`config.mk`:
```
export PLATFORM = sky130hd
export DESIGN_NAME = pipe_adder_flat
export DESIGN_NICKNAME = d
export VERILOG_FILES = /design/src/rtl/pipe_adder_if.sv /design/src/rtl/pipe_adder.sv /design/src/flat_wrapper.sv
export SDC_FILE = /design/constraint.sdc
export NUM_CORES = 1
export LEC_CHECK = 0
export CORE_UTILIZATION = 42
export DETAILED_ROUTE_END_ITERATION = 7
export HOLD_SLACK_MARGIN = 0.02
export PLACE_DENSITY = 0.74
export RECOVER_POWER = 25
export SETUP_SLACK_MARGIN = 0.5
export SKIP_LAST_GASP = 1
export SYNTH_ARGS = -nofsm -noshare
export SYNTH_HDL_FRONTEND = slang
export SYNTH_SLANG_ARGS = --single-unit
```
`constraint.sdc`:
```
create_clock -name clk -period 1.9 [get_ports clk]
set_clock_uncertainty 0.2 [all_clocks]
set_input_delay 0.38 -clock clk [delete_from_list [all_inputs] [get_ports clk]]
set_output_delay 0.38 -clock clk [all_outputs]
set_load 0.05 [all_outputs]
```
`src/rtl/pipe_adder_if.sv`:
```
// Handshake bundle for pipe_adder: operand beat in, result beat out.
// The optional output enable EN exists only when ADDER_TRISTATE_EN is defined.
interface pipe_adder_if #(
  parameter int WIDTH = 8
);
  logic             in_valid;
  logic             in_ready;
  logic [WIDTH-1:0] a;
  logic [WIDTH-1:0] b;
  logic             sub;
  logic             out_valid;
  logic             out_ready;
  logic [WIDTH:0]   s;
  logic             ovf;
`ifdef ADDER_TRISTATE_EN
  logic             EN;

  modport master (
    output in_valid, a, b, sub, out_ready, EN,
    input  in_ready, out_valid, s, ovf
  );

  modport slave (
    input  in_valid, a, b, sub, out_ready, EN,
    output in_ready, out_valid, s, ovf
  );
`else
  modport master (
    output in_valid, a, b, sub, out_ready,
    input  in_ready, out_valid, s, ovf
  );

  modport slave (
    input  in_valid, a, b, sub, out_ready,
    output in_ready, out_valid, s, ovf
  );
`endif
endinterface

```
`src/rtl/pipe_adder.sv`:
```
// pipe_adder: carry-pipelined add/subtract with valid/ready flow control.
// Stage k adds operand slice k (CHUNK = WIDTH/STAGES bits) plus the carry of
// stage k-1. Untouched upper operand bits travel with the beat, and finished
// lower sum bits accumulate, so one beat completes per cycle after STAGES
// cycles of latency.
// Optional feature macro: ADDER_TRISTATE_EN (adds EN; s/ovf are high-Z when EN=0).
module pipe_adder #(
  parameter int WIDTH  = 8,
  parameter int STAGES = 2
) (
  input logic        clk,
  input logic        rst,
  pipe_adder_if.slave bus
);

  localparam int CHUNK = WIDTH / STAGES;

  // One slice of the ripple: CHUNK-bit sum with carry out in the top bit.
  function automatic logic [CHUNK:0] add_chunk(input logic [CHUNK-1:0] x,
                                               input logic [CHUNK-1:0] y,
                                               input logic             ci);
    return {1'b0, x} + {1'b0, y} + {{CHUNK{1'b0}}, ci};
  endfunction

  for (genvar k = 0; k < STAGES; k++) begin : g_stg
    // LO: sum bits already finished before this stage.
    // IW: operand bits still pending when the beat enters this stage.
    localparam int LO = k * CHUNK;
    localparam int IW = WIDTH - LO;

    logic [IW-1:0]       a_in;
    logic [IW-1:0]       b_in;
    logic                cin;
    logic                vld_in;
    logic                adv;
    logic [CHUNK:0]      add;
    logic [LO+CHUNK-1:0] sum_nx;
    logic [LO+CHUNK-1:0] sum_p;
    logic                cy_p;
    logic                vld_p;

    // ---- stage boundary: inputs come from the bus (k=0) or stage k-1 ----
    if (k == 0) begin : g_head
      assign a_in   = bus.a;
      assign b_in   = bus.b ^ {WIDTH{bus.sub}};
      assign cin    = bus.sub;
      assign vld_in = bus.in_valid;
      assign sum_nx = add[CHUNK-1:0];
    end else begin : g_body
      assign a_in   = g_stg[k-1].g_ops.a_p;
      assign b_in   = g_stg[k-1].g_ops.b_p;
      assign cin    = g_stg[k-1].cy_p;
      assign vld_in = g_stg[k-1].vld_p;
      assign sum_nx = {add[CHUNK-1:0], g_stg[k-1].sum_p};
    end

    assign add = add_chunk(a_in[CHUNK-1:0], b_in[CHUNK-1:0], cin);

    // A stage may load when it is empty or everything downstream moves too,
    // so bubbles are squeezed out even while the output is stalled.
    if (k == STAGES - 1) begin : g_adv_last
      assign adv = !vld_p || bus.out_ready;
    end else begin : g_adv_mid
      assign adv = !vld_p || g_stg[k+1].adv;
    end

    // Valid bit: cleared by reset, otherwise follows the beat when advancing.
    always_ff @(posedge clk) begin
      if (rst) begin
        vld_p <= 1'b0;
      end else if (adv) begin
        vld_p <= vld_in;
      end
    end

    if (k < STAGES - 1) begin : g_ops
      logic [IW-CHUNK-1:0] a_p;
      logic [IW-CHUNK-1:0] b_p;

      // Intermediate data: partial sum, carry and pending operand slices.
      always_ff @(posedge clk) begin
        if (adv) begin
          a_p   <= a_in[IW-1:CHUNK];
          b_p   <= b_in[IW-1:CHUNK];
          sum_p <= sum_nx;
          cy_p  <= add[CHUNK];
        end
      end
    end else begin : g_out
      logic ovf_p;

      // Output stage: full result, carry out and signed overflow; reset to 0.
      always_ff @(posedge clk) begin
        if (rst) begin
          sum_p <= '0;
          cy_p  <= 1'b0;
          ovf_p <= 1'b0;
        end else if (adv) begin
          sum_p <= sum_nx;
          cy_p  <= add[CHUNK];
          ovf_p <= (a_in[IW-1] == b_in[IW-1]) && (add[CHUNK-1] != a_in[IW-1]);
        end
      end
    end
  end

  // ---- stage boundary: output stage to the bus ----
  logic [WIDTH:0] s_int;
  logic           ovf_int;

  assign s_int         = {g_stg[STAGES-1].cy_p, g_stg[STAGES-1].sum_p};
  assign ovf_int       = g_stg[STAGES-1].g_out.ovf_p;
  assign bus.out_valid = g_stg[STAGES-1].vld_p;
  assign bus.in_ready  = g_stg[0].adv;

`ifdef ADDER_TRISTATE_EN
  assign bus.s   = bus.EN ? s_int : {(WIDTH+1){1'bz}};
  assign bus.ovf = bus.EN ? ovf_int : 1'bz;
`else
  assign bus.s   = s_int;
  assign bus.ovf = ovf_int;
`endif

endmodule

```
`src/flat_wrapper.sv`:
```
// flat-port wrapper written by rule: the top's interface ports become plain ports
module pipe_adder_flat 
#(
  parameter int WIDTH  = 8,
  parameter int STAGES = 2
)
  (clk, rst, bus_in_valid, bus_a, bus_b, bus_sub, bus_out_ready, bus_in_ready, bus_out_valid, bus_s, bus_ovf);
  pipe_adder_if #(.WIDTH(WIDTH)) bus_i ();
  input logic clk;
  input logic rst;
  input wire logic [$bits(bus_i.in_valid)-1:0] bus_in_valid;
  input wire logic [$bits(bus_i.a)-1:0] bus_a;
  input wire logic [$bits(bus_i.b)-1:0] bus_b;
  input wire logic [$bits(bus_i.sub)-1:0] bus_sub;
  input wire logic [$bits(bus_i.out_ready)-1:0] bus_out_ready;
  output wire logic [$bits(bus_i.in_ready)-1:0] bus_in_ready;
  output wire logic [$bits(bus_i.out_valid)-1:0] bus_out_valid;
  output wire logic [$bits(bus_i.s)-1:0] bus_s;
  output wire logic [$bits(bus_i.ovf)-1:0] bus_ovf;
  assign bus_i.in_valid = bus_in_valid;
  assign bus_i.a = bus_a;
  assign bus_i.b = bus_b;
  assign bus_i.sub = bus_sub;
  assign bus_i.out_ready = bus_out_ready;
  assign bus_in_ready = bus_i.in_ready;
  assign bus_out_valid = bus_i.out_valid;
  assign bus_s = bus_i.s;
  assign bus_ovf = bus_i.ovf;
  pipe_adder #(.WIDTH(WIDTH), .STAGES(STAGES)) u_core (.clk(clk), .rst(rst), .bus(bus_i));
endmodule
```
# Yosys cells after proc, flatten, opt, wreduce, memory -nomap -nowiden
# Index checks and enable logic that the tools add are counted.
# Widths: inputs -> output; s select.
# classes
n_addsub	4
eq_ne	2
n_bitwise	1
n_reduce_logical	5
# op_table
cell	n
$add 4x4->5	2
$add 5x1->5	2
$xor 8x8->8	1
$logic_not 1->1	2
$logic_or 1x1->1	2
$eq 1x1->1	1
$logic_and 1x1->1	1
$ne 1x1->1	1
# word_totals
register_bits	25
inputBits	21
out_inout_bits	12
wordCells	21

# Longest topological paths before layout
# Gate-level depths: netlist of run 1.
# depth
depth_word	4
depth_mapped	6
depth_no_buf	6

# Worst setup path before layout of run 1
# Ideal clock, no wire load.
# synth_timing
path_kind	register -> register
start	register u_core.g_stg[1].vld_p, in the netlist u_core.bus.out_valid
end	register u_core.g_stg[0].cy_p, enable pin
setup_ns	0.457
t_arrival_ns	1.818
required_time_ns	1.243
slack_ns	-0.574
stages_incl_launch_ff	4
n_path_buf	1
synth_period_minus_slack_ns	2.474
cell_sequence	dfxtp_1 nor2b_1 clkbuf_1 nand2_1
# synth_between
elab_chain_cells	3
# synth_rtl
element	line	rtl
from (decl)	pipe_adder.sv:40	logic vld_p;
from (signal assigned)	pipe_adder.sv:72	vld_p <= vld_in;
$logic_not 1->1	pipe_adder.sv:62	assign adv = !vld_p || bus.out_ready;
$logic_or 1x1->1	pipe_adder.sv:62	
$logic_or 1x1->1	pipe_adder.sv:64	assign adv = !vld_p || g_stg[k+1].adv;
net bus_in_ready	flat_wrapper.sv:16	output wire logic [$bits(bus_i.in_ready)-1:0] bus_in_ready;
to (signal assigned)	pipe_adder.sv:86	cy_p <= add[CHUNK];
to (decl)	pipe_adder.sv:39	logic cy_p;
# The timed path passes the listed nets, and every way through them passes these cells.
# A chain may end at the register's enable or synchronous reset.

# Worst setup path after layout of run 1
# layout_timing
start	register u_core.g_stg[0].cy_p
end	register u_core.g_stg[1].sum_p[5]
# layout_between
elab_chain_cells	1
# layout_rtl
element	line	rtl
$add 5x1->5	pipe_adder.sv:22	return {1'b0, x} + {1'b0, y} + {{CHUNK{1'b0}}, ci};
to (signal assigned)	pipe_adder.sv:99	sum_p <= sum_nx;
to (decl)	pipe_adder.sv:38	logic [LO+CHUNK-1:0] sum_p;
# No other way between the ends.

==> results.sh, run 1 <==
export IMPL_grt_max_degree=16
export IMPL_ys_flop_type="edfxtp_1"
export IMPL_synth_most_common_cell="nand2_1"
export IMPL_async_flop_share_pct=0
export IMPL_yosysTopAreaCellShare_pct=32.37
export IMPL_worst_setup_path_type="reg -> reg"
export IMPL_fin_area_um2=1891
export IMPL_holdPathStages=3
export IMPL_power_internal_mw=1.007
export IMPL_dp_hpwl_mm=1.765
export IMPL_ios=33
export IMPL_min_period_over_period_pct=93.11
export IMPL_hold_viol=0
export IMPL_ys_seq_area_share_pct=52.28
export IMPL_tightestPinTransition_ps=717.4
export IMPL_synth_common_cells="nand2_1 (14), edfxtp_1 (13), dfxtp_1 (12), a21oi_1 (9), xor2_1 (9)"
export IMPL_drive_gt1_share_pct=44.87
export IMPL_finalSetupViolations=0
export IMPL_track_usage_pct=15.68
export IMPL_ff2ff_path_depth=4
export IMPL_clockBufferDepth=2
export IMPL_cts_sinks=25
export IMPL_ys_types=28
export IMPL_routedWlPerCell_um=12.40
export IMPL_slew_headroom_pct=52.18
export IMPL_synth_edf_count=13
export IMPL_area_delta_synth_final_pct=56.74
export IMPL_clk_latency_ps=310
export IMPL_grt_remaining_overflow=0
export IMPL_vias=939
export IMPL_place_gp_congestion=0.7018
export IMPL_dp_cells=173
export IMPL_syn_num_nets=135
export IMPL_die_h_um=55.59
export IMPL_drc=0
export IMPL_power_total_mw=1.483
export IMPL_fill_cells=205
export IMPL_period_minus_slack_ps=1769
export IMPL_synth_area_um2=1206
export IMPL_fp_dieW_um=55.59
export IMPL_placementRows=19
export IMPL_crit_arrival_ps=1810
export IMPL_pwr_share_comb_pct=37.0
export IMPL_routed_wirelength_mm=2.318
export IMPL_h_tree_depth=1
export IMPL_cp_required_ps=1940
export IMPL_grt_pass1_vias=972
export IMPL_yosysTopAreaCell="edfxtp_1"
export IMPL_drt_initial_drc_count=10
export IMPL_postPlaceCellArea_um2=1657
export IMPL_rsz0062_at_grt="true"
export IMPL_power_switching_mw=0.4759
export IMPL_multi_input_area_um2=666.9
export IMPL_switching_share_pct=32.09
export IMPL_drv_cap=0
export IMPL_port_buffers=32
export IMPL_clock_power_share_pct=15.6
export IMPL_syn_area_per_cell_um2=11.49
export IMPL_antennaDiodeCount=0
export IMPL_initial_core_util_pct=44.12
export IMPL_seq_area_um2=641.9
export IMPL_grt_pass1_wl_mm=3.891
export IMPL_core_um2=2734
export IMPL_powerDensity_nw_per_um2=784.4
export IMPL_final_cells=187
export IMPL_cp_end_kind="register"
export IMPL_critPathLaunchType="register"
export IMPL_path_max_fanout=2
export IMPL_fmax_mhz=565.2
export IMPL_numCtsBuffers=3
export IMPL_holdWs_ps=232.9
export IMPL_clk_pin_slew_ps=130
export IMPL_peakVddDrop_uv=529.6
export IMPL_hold_path_class="in -> reg"
export IMPL_cts_tree="done"
export IMPL_first_pass_iters=4
export IMPL_ant_nets=0
export IMPL_synth_cells=105
export IMPL_nets=187
export IMPL_vias_per_cell=5.021
export IMPL_cts_root_buf="clkbuf_4"
export IMPL_synth_top_cells_by_area="edfxtp_1 (32%), dfxtp_1 (20%), xor2_1 (6.5%), ha_1 (6.2%), fa_1 (5.0%)"
export IMPL_status="finished clean"
export IMPL_yosys_register_bits=25
export IMPL_finalMaxSlewViolations=0
export IMPL_ys_warn_count=0
export IMPL_antenna_found_initial=0
export IMPL_p_leak_nw=0.7718
export IMPL_die_area_um2=3090
export IMPL_seqPwrFrac_pct=47.4
## what timing repair did
action,CTS,global route
hold endpoints to repair,0,0
hold buffers,0,0
buffers inserted,8,2
gates resized for setup,62,9
cloned,0,0
pin swaps,22,11
endpoints found under the setup margin,43,21
## cells by family after synthesis
logic type | after synthesis | synth area share [%]
AOI/OAI and AO/OA | 20 | 11.51
xor gates and xnor gates | 10 | 7.262
adders and majority gates | 9 | 11.20
buffers and inverters | 9 | 3.734
DFF | 25 | 52.28
muxes | 1 | 1.244
and+or+nand+nor | 31 | 12.76
## area by class of cell
class / instances / area share [%]
flip-flops and latches: 25 / 33.95
clock buffers: 3 / 1.191
repair buffers: 52 / 26.47
multi-input cells: 71 / 35.27
well taps: 31 / 2.052
inverters: 4 / 0.7942
clock inverters: 1 / 0.2647
## power groups by stage
stage               combinational, mW  sequential (mW)  clock, mW
finish                          0.549            0.703      0.231
detailed placement              0.452            0.699          0
global route                    0.583            0.712      0.260
global placement                0.441            0.697          0
CTS                             0.529            0.703      0.238
floorplan                       0.195            0.805          0
## through the flow
stage | setup slack (ps) | utilization (%) | setup TNS [ps]
global placement | -507.5 | 60.60 | -1580
global route | 80.66 | 69.15 | 0
detailed placement | -612.7 | 60.60 | -1838
floorplan | -11.83 | - | -11.83
CTS | 132.5 | 68.01 | 0
finish | 130.9 | 69.15 | 0
## per-layer routing
layer | part of all wire, % | wire (um) | GRT usage, % | vias up
li1 | - | - | - | 466
met1 | 41 | 947 | 17.41 | 443
met2 | 54 | 1246 | 29.95 | 26
met3 | 3.8 | 88 | 1.860 | 4
met4 | 1.5 | 35 | 6.429 | 0
met5 | 0 | 0 | 0 | -
## worst max-delay path: stages, from the launching register on
cell	delay (ps)
edfxtp_1	430
fa_2	420
inv_2	70
fa_2	430
a211oi_2	170
## state kept, by name, indices dropped and copies added, names as in the netlist
| signal | flops |
|---|---|
| u_core.g_stg.g_ops.a_p | 4 |
| u_core.g_stg.g_ops.b_p | 4 |
| u_core.g_stg.vld_p | 1 |
| u_core.bus.ovf | 1 |
| u_core.bus.out_valid | 1 |
| u_core.g_stg.sum_p | 12 |
| u_core.g_stg.cy_p | 2 |
## placed cells by master, fill, tap and decap left out, types with 2 or more instances in the layout
cell             Yosys  routed
buf_4                1      17
nand2_1             14      13
edfxtp_1            13      13
buf_6                1      11
dfxtp_2              0       9
dlygate4sd3_1        0       8
a21oi_1              9       7
xor2_1               9       6
nor2_1               6       6
buf_8                0       5
nand3b_1             4       4
ha_4                 0       4
xor2_2               0       3
a2111o_1             3       3
fa_2                 0       3
clkbuf_4             0       3
dlygate4sd2_1        0       3
dfxtp_1             12       3
inv_1                4       2
inv_2                0       2
a21oi_2              0       2
o211ai_1             2       2
ha_1                 6       2
clkbuf_1             3       2
clkbuf_2             0       2
clkdlybuf4s50_1      0       2
## final timing paths
path / to / slack (ps) / from
max: u_core.g_stg[1].sum_p[5] / 130 / u_core.g_stg[0].cy_p
min: u_core.g_stg[0].sum_p[0] / 230 / bus_b[0]
max reg2reg: u_core.g_stg[1].sum_p[5] / 130 / u_core.g_stg[0].cy_p
min reg2reg: u_core.g_stg[1].sum_p[2] / 260 / u_core.g_stg[1].sum_p[2]
(Power assumes the default switching activity.)
==> run 2: changes to the inputs <==
- CORE_UTILIZATION: 42 -> 47
- PLACE_DENSITY: 0.74 -> 0.78
- SETUP_SLACK_MARGIN: 0.5 -> 0.1
- clock period: 1.9 -> 1.7 ns (I/O delays scaled with it)
==> run 2 against run 1 <==
  * The flow now finishes with violations (setup timing)
  * Register-to-register slack worse by 210 ps
  * Flip-flop and latch count unchanged
  * Hold slack better by 46 ps
  * Utilization up 12 points
  * Routed wire length up 11%
  * Combinational power up 15%
==> results.sh, run 2 (synthesis gave the netlist of run 1 again) <==
export IMPL_path_max_fanout=2
export IMPL_cp_end_kind="register"
export IMPL_crit_arrival_ps=1830
export IMPL_dp_hpwl_mm=1.790
export IMPL_clk_pin_slew_ps=140
export IMPL_top_regs="u_core.g_stg.sum_p x12, u_core.g_stg.g_ops.a_p x4, u_core.g_stg.g_ops.b_p x4"
export IMPL_p_leak_nw=0.7814
export IMPL_fin_area_um2=1883
export IMPL_powerDensity_nw_per_um2=895.6
export IMPL_status="complete, but fails checks"
export IMPL_final_cells=180
export IMPL_vias=955
export IMPL_postPlaceCellArea_um2=1757
export IMPL_hold_path_end="u_core.g_stg[0].g_ops.b_p[3]"
export IMPL_reg2reg_setup_slack_ps=-80
export IMPL_area_delta_synth_final_pct=56.12
export IMPL_r2r_end="u_core.g_stg[1].sum_p[5]"
export IMPL_die_h_um=52.66
export IMPL_antennaDiodeCount=0
export IMPL_nets=183
export IMPL_numCtsBuffers=3
export IMPL_fin_util_pct=81.22
export IMPL_violations="setup timing"
export IMPL_rsz0062_at_grt="true"
export IMPL_drive_gt1_share_pct=34.21
export IMPL_period_minus_slack_ps=1781
export IMPL_routed_wirelength_mm=2.571
export IMPL_cts_tree="done"
export IMPL_drt_initial_drc_count=14
export IMPL_layout_common_cells="buf_4 (14), nand2_1 (13), edfxtp_1 (13)"
export IMPL_ant_nets=0
export IMPL_holdPathStages=3
export IMPL_grt_remaining_overflow=0
export IMPL_grt_pass1_vias=931
export IMPL_min_period_over_period_pct=104.8
export IMPL_worst_setup_path_type="reg -> reg"
export IMPL_worstHoldStart="bus_sub"
export IMPL_slew_headroom_pct=73.12
export IMPL_largest_reg_flops=12
export IMPL_layout_commonest_cell="buf_4"
export IMPL_tightestPinTransition_ps=403.2
export IMPL_finalMaxSlewViolations=0
export IMPL_core_um2=2318
export IMPL_die_area_um2=2773
export IMPL_drv_cap=0
export IMPL_vias_per_cell=5.306
export IMPL_fmax_mhz=561.5
export IMPL_clk_latency_ps=320
export IMPL_place_gp_congestion=0.6726
export IMPL_timing_rr_start="u_core.g_stg[0].cy_p"
export IMPL_fp_dieW_um=52.66
export IMPL_cts_sinks=25
export IMPL_grt_pass1_wl_mm=4.050
export IMPL_h_tree_depth=1
export IMPL_ff2ff_path_depth=4
export IMPL_routedWlPerCell_um=14.28
export IMPL_port_buffers=32
export IMPL_cts_root_buf="clkbuf_4"
export IMPL_drc=0
export IMPL_critPathLaunchType="register"
export IMPL_placementRows=17
export IMPL_finalSetupViolations=2
export IMPL_initial_core_util_pct=52.02
export IMPL_fin_ws_ps=-80.93
export IMPL_dp_cells=169
export IMPL_cp_required_ps=1750
export IMPL_ios=33
export IMPL_hold_path_class="in -> reg"
export IMPL_track_usage_pct=20.70
export IMPL_grt_max_degree=16
export IMPL_hold_viol=0
export IMPL_first_pass_iters=4
export IMPL_peakVddDrop_uv=743.5
export IMPL_regMostFlops="u_core.g_stg.sum_p"
export IMPL_clockBufferDepth=2
export IMPL_antenna_found_initial=0
==> run 2: cell types whose count changed in the layout (fill, tap and decap cells not counted), moves of 2 or more <==
cell,change
buf_8,-5
buf_6,-8
dfxtp_2,-9
buf_4,-3
dlymetal6s2s_1,+2
buf_12,+10
dfxtp_1,+8
clkbuf_1,-2
==> run 2: timing repair <==
action / in CTS / in global routing
pin swaps: 10 / 9
hold buffers: 0 / 0
setup endpoints to repair: 10 / 8
buffers inserted: 5 / 2
gates resized for setup: 20 / 11
==> run 2: worst max path at each step <==
stage,end,slack [ps],from,cells after the start
5_1_grt,u_core.g_stg[1].sum_p[5],-130,u_core.g_stg[0].cy_p,4
4_1_cts,u_core.g_stg[1].sum_p[5],-80,u_core.g_stg[0].cy_p,4
3_3_place_gp,u_core.g_stg[0].sum_p[3],-650,bus_sub,6
2_1_floorplan,u_core.g_stg[0].sum_p[3],-170,bus_sub,6
3_5_place_dp,u_core.g_stg[0].sum_p[3],-730,bus_sub,6
6_report,u_core.g_stg[1].sum_p[5],-80,u_core.g_stg[0].cy_p,4
==> run 2: power by group <==
| part | internal (mW) | switching (mW) |
|---|---|---|
| Clock | 0.0882 | 0.173 |
| Combinational | 0.329 | 0.305 |
| Sequential | 0.725 | 0.0658 |
==> run 2: layer usage <==
layer / GRT usage [%] / routed length (um)
met5: 0 / 0
met4: 7.895 / 43
met3: 4.638 / 112
met2: 37.76 / 1395
met1: 22.98 / 1020
==> run 2: worst max-delay path, stage by stage, from the launching register on <==
cell      delay (ps)
edfxtp_1         430
fa_2             420
inv_2             70
fa_2             430
a211oi_2         170
==> run 2: final cells by class <==
cell class                      instances  area [um2]
Timing Repair Buffer                   48       548.0
Clock inverter                          1       5.005
Inverter                                4       15.01
Tap cell                               28       35.03
Sequential cell                        25       634.4
Multi-Input combinational cell         71       623.1
Fill cell                             143       435.4
Clock buffer                            3       22.52
==> run 2: per-stage QoR <==
stage          setup TNS, ps  hold WS, ps  setup slack (ps)  total power [mW]
2_1_floorplan         -208.7        238.9            -171.8             1.100
3_3_place_gp           -4211        276.1            -646.1             1.359
3_5_place_dp           -4686        286.0            -733.9             1.386
4_1_cts               -152.3        302.3            -76.43             1.671
5_1_grt               -319.7        259.3            -127.6             1.769
6_report              -94.76        279.3            -80.93             1.686
==> run 3: changes to the inputs <==
- GPL_ROUTABILITY_DRIVEN: not set -> 0
==> results of run 3 <==
Same layout as run 2: the final DEF is identical, and so are final timing and power.
